File: src/rtl/count_ctrl_pkg.sv
// -----------------------------------------------------------------------------
// count_ctrl_pkg
// Shared types and defaults for the counter control stage.
//   db_state_t     : debounce FSM states
//   DEF_DIV        : default enable period in clock cycles
//   DEF_DB_CYCLES  : default number of stable cycles needed to accept an edge
//   cnt_width()    : smallest counter width that can hold a given maximum value
// -----------------------------------------------------------------------------
package count_ctrl_pkg;

  typedef enum logic [1:0] {
    IDLE,
    PRESS_CHK,
    PRESSED,
    RELEASE_CHK
  } db_state_t;

  localparam int DEF_DIV       = 4;
  localparam int DEF_DB_CYCLES = 8;

  // Width needed to represent max_val; never less than one bit so that a
  // degenerate counter (max_val of 0) still has a legal declaration.
  function automatic int cnt_width(input int max_val);
    return (max_val > 1) ? $clog2(max_val + 1) : 1;
  endfunction

endpackage

File: src/rtl/btn_debounce.sv
// -----------------------------------------------------------------------------
// btn_debounce
// Synchronises a raw mechanical button into the clk domain, debounces it and
// emits a one-cycle pulse for every accepted press.
//   clk       : clock
//   reset     : asynchronous, active-low; clears all state
//   btn_raw   : asynchronous button input, 1 = pressed
//   btn_pulse : one-cycle pulse per accepted press (registered)
// -----------------------------------------------------------------------------
module btn_debounce
  import count_ctrl_pkg::*;
#(
  parameter int DB_CYCLES = DEF_DB_CYCLES
) (
  input  logic clk,
  input  logic reset,
  input  logic btn_raw,
  output logic btn_pulse
);

  localparam int              DB_W    = cnt_width(DB_CYCLES);
  localparam logic [DB_W-1:0] DB_LAST = DB_W'(DB_CYCLES - 1);
  localparam logic [DB_W-1:0] DB_ONE  = DB_W'(1);

  logic [1:0]      sync_q;
  logic            btn_sync;
  db_state_t       state;
  logic [DB_W-1:0] db_cnt;
  logic            new_press;

  assign btn_sync = sync_q[1];

  // new_press marks the edge that enters PRESSED along the press path; it is
  // delayed one more flop into btn_pulse so the pulse lands DB_CYCLES+2 edges
  // after btn_raw is first sampled high. Returning to PRESSED from
  // RELEASE_CHK (a glitch during a hold) never raises it.
  always_ff @(posedge clk or negedge reset) begin
    if (!reset) begin
      sync_q    <= 2'b00;
      state     <= IDLE;
      db_cnt    <= '0;
      new_press <= 1'b0;
      btn_pulse <= 1'b0;
    end else begin
      // NOTE: non-blocking assignments let every flop here sample the values
      // from before this edge, so the FSM sees the old btn_sync and btn_pulse
      // sees the old new_press regardless of statement order.
      sync_q    <= {sync_q[0], btn_raw};
      btn_pulse <= new_press;
      new_press <= 1'b0;

      unique case (state)
        IDLE: begin
          if (btn_sync) begin
            db_cnt <= DB_ONE;
            if (DB_CYCLES == 1) begin
              state     <= PRESSED;
              new_press <= 1'b1;
            end else begin
              state <= PRESS_CHK;
            end
          end
        end

        PRESS_CHK: begin
          if (btn_sync) begin
            db_cnt <= db_cnt + DB_ONE;
            if (db_cnt == DB_LAST) begin
              state     <= PRESSED;
              new_press <= 1'b1;
            end
          end else begin
            db_cnt <= '0;
            state  <= IDLE;
          end
        end

        PRESSED: begin
          if (!btn_sync) begin
            db_cnt <= DB_ONE;
            state  <= (DB_CYCLES == 1) ? IDLE : RELEASE_CHK;
          end
        end

        RELEASE_CHK: begin
          if (!btn_sync) begin
            db_cnt <= db_cnt + DB_ONE;
            if (db_cnt == DB_LAST) state <= IDLE;
          end else begin
            db_cnt <= '0;
            state  <= PRESSED;
          end
        end
      endcase
    end
  end

endmodule

File: src/rtl/count_enable_gen.sv
// -----------------------------------------------------------------------------
// count_enable_gen
// Control stage in front of the 4-bit counter: debounces a start/stop button,
// toggles a run state on each accepted press and prescales the clock into
// single-cycle enable pulses for the counter.
//   clk       : clock (same domain as the counter)
//   reset     : asynchronous, active-low; clears all state
//   btn_raw   : asynchronous mechanical button, 1 = pressed
//   clear_req : one-cycle synchronous request to restart the prescaler phase
//   enable    : one-cycle pulse every DIV cycles while running
//   running   : run state, toggles on each accepted press
//   btn_pulse : one-cycle pulse on each accepted press
// -----------------------------------------------------------------------------
module count_enable_gen
  import count_ctrl_pkg::*;
#(
  parameter int DIV       = DEF_DIV,
  parameter int DB_CYCLES = DEF_DB_CYCLES
) (
  input  logic clk,
  input  logic reset,
  input  logic btn_raw,
  input  logic clear_req,
  output logic enable,
  output logic running,
  output logic btn_pulse
);

  localparam int               DIV_W    = cnt_width(DIV - 1);
  localparam logic [DIV_W-1:0] DIV_LAST = DIV_W'(DIV - 1);

  logic [DIV_W-1:0] div_cnt;

  btn_debounce #(
    .DB_CYCLES (DB_CYCLES)
  ) u_debounce (
    .clk       (clk),
    .reset     (reset),
    .btn_raw   (btn_raw),
    .btn_pulse (btn_pulse)
  );

  always_ff @(posedge clk or negedge reset) begin
    if (!reset) running <= 1'b0;
    else        running <= running ^ btn_pulse;
  end

  // While running, btn_pulse means running is about to drop; clearing the
  // phase on that same edge guarantees div_cnt already reads 0 in the first
  // stopped cycle, so a later restart always begins from a fresh phase.
  always_ff @(posedge clk or negedge reset) begin
    if (!reset) begin
      div_cnt <= '0;
    end else if (!running || clear_req || btn_pulse) begin
      div_cnt <= '0;
    end else if (div_cnt == DIV_LAST) begin
      div_cnt <= '0;
    end else begin
      div_cnt <= div_cnt + DIV_W'(1);
    end
  end

  // Combinational on purpose: clear_req must suppress the enable in the same
  // cycle it is asserted, without adding a cycle of latency.
  assign enable = running && (div_cnt == DIV_LAST) && !clear_req;

endmodule

File: config.mk
export PLATFORM = sky130hd
export DESIGN_NAME = count_enable_gen
export DESIGN_NICKNAME = d
export VERILOG_FILES = /design/src/rtl/count_ctrl_pkg.sv /design/src/rtl/btn_debounce.sv /design/src/rtl/count_enable_gen.sv
export SDC_FILE = /design/constraint.sdc
export NUM_CORES = 1
export LEC_CHECK = 0
export BUFFER_PORTS_ARGS = -buffer_cell sky130_fd_sc_hd__buf_2
export CAP_MARGIN = 20
export CELL_PAD_IN_SITES_DETAIL_PLACEMENT = 0
export CELL_PAD_IN_SITES_GLOBAL_PLACEMENT = 1
export CORE_UTILIZATION = 41
export CTS_BUF_LIST = sky130_fd_sc_hd__clkbuf_8
export DETAILED_ROUTE_END_ITERATION = 7
export PLACE_DENSITY = 0.75
export SYNTH_ARGS = -nofsm -noshare
export SYNTH_HDL_FRONTEND = slang
export SYNTH_SLANG_ARGS = --single-unit
File: constraint.sdc
create_clock -name clk -period 1.1 [get_ports clk]
set_input_delay 0.165 -clock clk [delete_from_list [all_inputs] [get_ports clk]]
set_output_delay 0.165 -clock clk [all_outputs]
set_load 0.02 [all_outputs]
# [Word-level counts from Yosys, hierarchy flattened]
# Index checks and enable logic that the tools add are counted.
[totals] register_bits=13 latchBits=0 mem_bits_rw=0 romBits=0 in_bits=4 word_cells=45 memories=0
[classes] n_addsub=2 n_mul=0 div=0 order_cmp=0 n_eq_ne=9 n_shift=0 muxes=17 bitwise_logic=1 n_reduce_logical=9
[op_table] operator="2-bit two-way mux" n=8
[op_table] operator="4-bit two-way mux" n=4
[op_table] operator="4-bit one-hot mux with 4 select lines" n=1
[op_table] operator="2-bit one-hot mux with 4 select lines" n=1
[op_table] operator="2-bit equality test, second input constant" n=3
[op_table] operator="4-bit by 1-bit adder with 4-bit output, second input constant" n=1
[op_table] operator="4-bit by 3-bit equality test with 1-bit output, second input constant" n=1
[op_table] operator="4-bit AND reduction" n=1
[op_table] operator="1-bit two-way mux" n=3
[op_table] operator="3-bit by 1-bit != test with 1-bit output, second input constant" n=1
[op_table] operator="3-bit != test, second input constant" n=1
[op_table] operator="2-bit by 1-bit adder with 2-bit output, second input constant" n=1
[op_table] operator="2-bit by 1-bit equality test with 1-bit output, second input constant" n=1
[op_table] operator="1-bit logical AND" n=2
[op_table] operator="1-bit zero test" n=2
[op_table] operator="2-bit zero test" n=1
[op_table] operator="1-bit logical OR" n=2
[op_table] operator="2-bit by 1-bit != test with 1-bit output, second input constant" n=1
[op_table] operator="2-bit != test, second input constant" n=1
[op_table] operator="2-bit AND reduction" n=1
[op_table] operator="1-bit bitwise XOR" n=1

# [Longest topological paths before layout]
[depth] word_depth=4 ltp_mapped=3 depth_no_buf=3

# [By module]
# A second synthesis with hierarchy kept.
[unflattened] hier_cells=42 hier_area_um2=543.0
[by_module_without_submodules] mod="btn_debounce" n_inst=1 cells_per_inst=32 area_per_inst_um2=407.9 seq_area_each_um2=250.2
[by_module_without_submodules] mod="count_enable_gen" n_inst=1 cells_per_inst=10 area_per_inst_um2=135.1 seq_area_each_um2=75.1

# [Worst setup path after synthesis]
# Ideal clock, no wire load.
[synth_timing] kind="reg2reg" startpoint="register u_debounce.db_cnt[0]" endpoint="register (tool-made name)" setup_ns=0.125 arrival_time_ns=1.053 required_time_ns=0.975 path_slack_ns=-0.077 stages_incl_launch_ff=4 path_cell_list="dfrtp_1 -> ha_1 -> nand4b_1 -> mux2_2"
[synth_rtl] item="start, declared" line_no="btn_debounce.sv:28" text="logic [DB_W-1:0] db_cnt;"
[synth_rtl] item="start signal, assigned" line_no="btn_debounce.sv:67" text="db_cnt <= db_cnt + DB_ONE;"
[synth_rtl] item="start signal, assigned" line_no="btn_debounce.sv:87" text="db_cnt <= db_cnt + DB_ONE;"

# [Worst setup path after layout]
[layout_timing] startpoint="register div_cnt[0]" endpoint="output port enable"
[layout_via] elab_chain_len=3
[layout_lines] item="start, declared" line_no="count_enable_gen.sv:32" text="logic [DIV_W-1:0] div_cnt;"
[layout_lines] item="start signal, assigned" line_no="count_enable_gen.sv:59" text="div_cnt <= div_cnt + DIV_W'(1);"
[layout_lines] item="2-bit equality test" line_no="count_enable_gen.sv:65" text="assign enable = running && (div_cnt == DIV_LAST) && !clear_req;"
[layout_lines] item="1-bit logical AND (2 in a row)" line_no="count_enable_gen.sv:65"
[layout_lines] item="end, declared" line_no="count_enable_gen.sv:24" text="output logic enable,"
# No other way between the ends.

==> metrics.md <==
| Metric | Value |
|---|---|
| Status | complete, but fails checks |
| Failing checks | setup timing |
| Post-Syn Area per Cell | 12.7 um2 |
| Max-slew violations | 0 |
| Ranking of synthesized cells by area | dfrtp_1, nand4b_1, ha_1 |
| RSZ-0062 raised after global routing | yes |
| Starting Density | 0.462 |
| Seq/Total Area, Yosys | 0.609 |
| Final setup fails | 2 |
| Arrival time worst endpoint | 1.04 ns |
| Max Freq | 832 MHz |
| Rows | 12 |
| Filler Cell Count | 91 |
| Largest net degree at the start of global routing | 14 |
| Setup crit end kind | primary output |
| Maximum VDD drop | around 1200 uV |
| Die X | 38.1 um |
| Least-Margin Pin Slew | 0.288 ns |
| # IOs | 7 |
| DR pass1 iterations | 3 |
| Root Driver | clkbuf_8 |
| Vias in the first global route | 400 |
| Core area | about 1200 um2 |
| Routability Congestion | 0.800 |
| Total CTS buffers | 3 |
| Syn nets | 48 |
| Post-synth cell types | 20 |
| Via density | 5.07 |
| Ant. Diodes | 0 |
| Sink Count | 13 |
| Overall power | around 1.4 mW |
| Max Cap Viol | 0 |
| CP Launch Type | flip-flop |
| Worst R2R Setup Slack | -0.07 ns |
| Max FO, Critical Path | 2 |
| Layout cell share with drive strength beyond 1 | 0.433 |
| Drt initial violations | 4 |
| GRT Util Overall | 0.169 |
| Post-route DRC | 0 |
| Clock Latency Late Sink | roughly 0.24 ns |
| Cells after synthesis | 42 |
| Clk slew on worst S/H paths | 0.05 ns |
| Register bit total from synthesis | 13 |
| Slew headroom | 0.808 |
| Routed WL per cell | ~13 um |
| Synth area leader | dfrtp_1 |
| Final Critical Period | 1.20 ns |
| CTS tree | yes |
| Final nets | 67 |
| Worst path required time | ~0.94 ns |
| HP Class | in2reg |
| Port bufs | 6 |
| Remaining antenna violation count | 0 |
| Area grow syn2layout | 35.1% |
| Syn Std Cell Area | 534 um2 |
| Setup TNS | -0.176 ns |
| First-pass GRT wire length | 1.58 mm |
| Die height | 38.1 um |
| Die ar. | 1450 um2 |
| Ys Warns | 0 |
| Final setup margin | -0.102 ns |
| Vias | around 380 |
| GRT Residual Overflow | 0 |
| Clock skew after layout | 0.00457 ns |
| Routed wire length | about 940 um |
| Tcrit/Tclk final | 1.09 |
| Power Density | between 2000 and 2500 nW/um2 |
| Initial antenna violation count | 0 |
| Setup CP Type | reg2out |
| Clock buffer depth | 2 |
| Lkg Pwr | 0.350 nW |
| Final Hold Viols | 0 |
| Synth top area share | 0.609 |
| H-tree depth reported by CTS | 1 |
where the power goes:
part           switching [mW]  internal, mW
clock                   0.161         0.246
sequential             0.0817         0.566
combinational           0.176         0.216
total                   0.419          1.03
logic make-up (layout without fill, tap and decap cells):
family                     after synthesis  count (layout)  synth area share
DFF                                     13              13             0.609
xor gates and xnor gates                 4               4            0.0796
buffers and inverters                    2              20            0.0211
AOI/OAI and AO/OA                        3               3            0.0304
muxes                                    1               1            0.0211
adders and majority gates                2               2            0.0468
and+or+nand+nor                         17              17             0.192
Yosys cell counts:
cell and count:
dfrtp_1 13, nand2_1 3, nand3_1 3, nand4b_1 3, ha_1 2, nor2_1 2, nor3b_1 2, xor2_1 2
a21oi_1 1, and2_2 1, buf_4 1, inv_1 1, mux2_2 1, nand2b_1 1, nand3b_1 1, nor4_1 1
o21ai_0 1, o22ai_1 1, xnor2_1 1, xor2_2 1
path summary, 6_finish.rpt:
path / start / to / cells after the start
max: div_cnt[0]$_DFF_PN0_ / enable / 4
min: btn_raw / u_debounce.sync_q[0]$_DFF_PN0_ / 1
max reg2reg: u_debounce.db_cnt[0]$_DFFE_PN0P_ / flip-flop / 3
min reg2reg: u_debounce.new_press$_DFF_PN0_ / u_debounce.btn_pulse$_DFF_PN0_ / 0
max in group asynchronous: reset / u_debounce.sync_q[1]$_DFF_PN0_ / 2
min in group asynchronous: reset / u_debounce.db_cnt[2]$_DFFE_PN0P_ / 2
registers in the layout (all words and copies together) (netlist names), named ones only:
| name | flops |
|---|---|
| div_cnt | 2 |
| running | 1 |
| u_debounce.btn_pulse | 1 |
| u_debounce.db_cnt | 4 |
| u_debounce.new_press | 1 |
| u_debounce.state | 1 |
| u_debounce.sync_q | 2 |
metal layers:
metal / wire (um) / share of wire / track usage
met1: 399 / 0.42 / 0.178
met2: 497 / 0.53 / 0.280
met3: 43 / 0.046 / 0.0640
met4: 0 / 0 / 0.107
met5: 0 / 0 / 0
worst max-delay path, stage by stage, from the launching register on:
cell     delay [ns]
dfrtp_1        0.38
ha_2           0.20
inv_2          0.04
nor2_1         0.03
buf_4          0.15
area by class of cell:
type	instances	area, um2	share of cell area
repair buffers	15	103	0.142
flip-flops and latches	13	328	0.454
well taps	14	17.5	0.0243
clock buffers	3	41.3	0.0572
clock inverters	1	3.75	0.00520
inverters	1	3.75	0.00520
multi-input cells	27	225	0.312
stage by stage:
step / instances / hold slack [ns] / setup slack [ns] / area, um2 / util
global placement: 66 / 0.0525 / -0.0105 / 618 / 0.535
global route: 74 / 0.0319 / -0.149 / 722 / 0.624
finish: 74 / 0.0323 / -0.102 / 722 / 0.624
detailed placement: 66 / 0.0623 / -0.0586 / 618 / 0.535
floorplan: 42 / -0.131 / -0.0172 / 541 / -
CTS: 73 / 0.0290 / -0.100 / 693 / 0.600
placed cells by master, fill, tap and decap left out, drive strengths merged:
cell          n
nor2          2
nor4          1
nand4b        3
nand3         3
and2          1
xor2          3
buf          14
mux2          1
inv           2
nand2b        1
ha            2
a21oi         1
o22ai         1
xnor2         1
nand3b        1
dfrtp        13
o21ai         1
clkbuf        3
nor3b         2
nand2         3
dlygate4sd3   1
timing repair:
item | 4_1_cts | 5_1_grt
hold buffers | 1 | 0
setup buffers | 2 | 1
pin swaps | 3 | 3
resized for setup | 3 | 4
hold endpoints to repair | 13 | 0
setup endpoints to repair | 2 | 6
No activity file was read; power rests on OpenSTA's default activity.
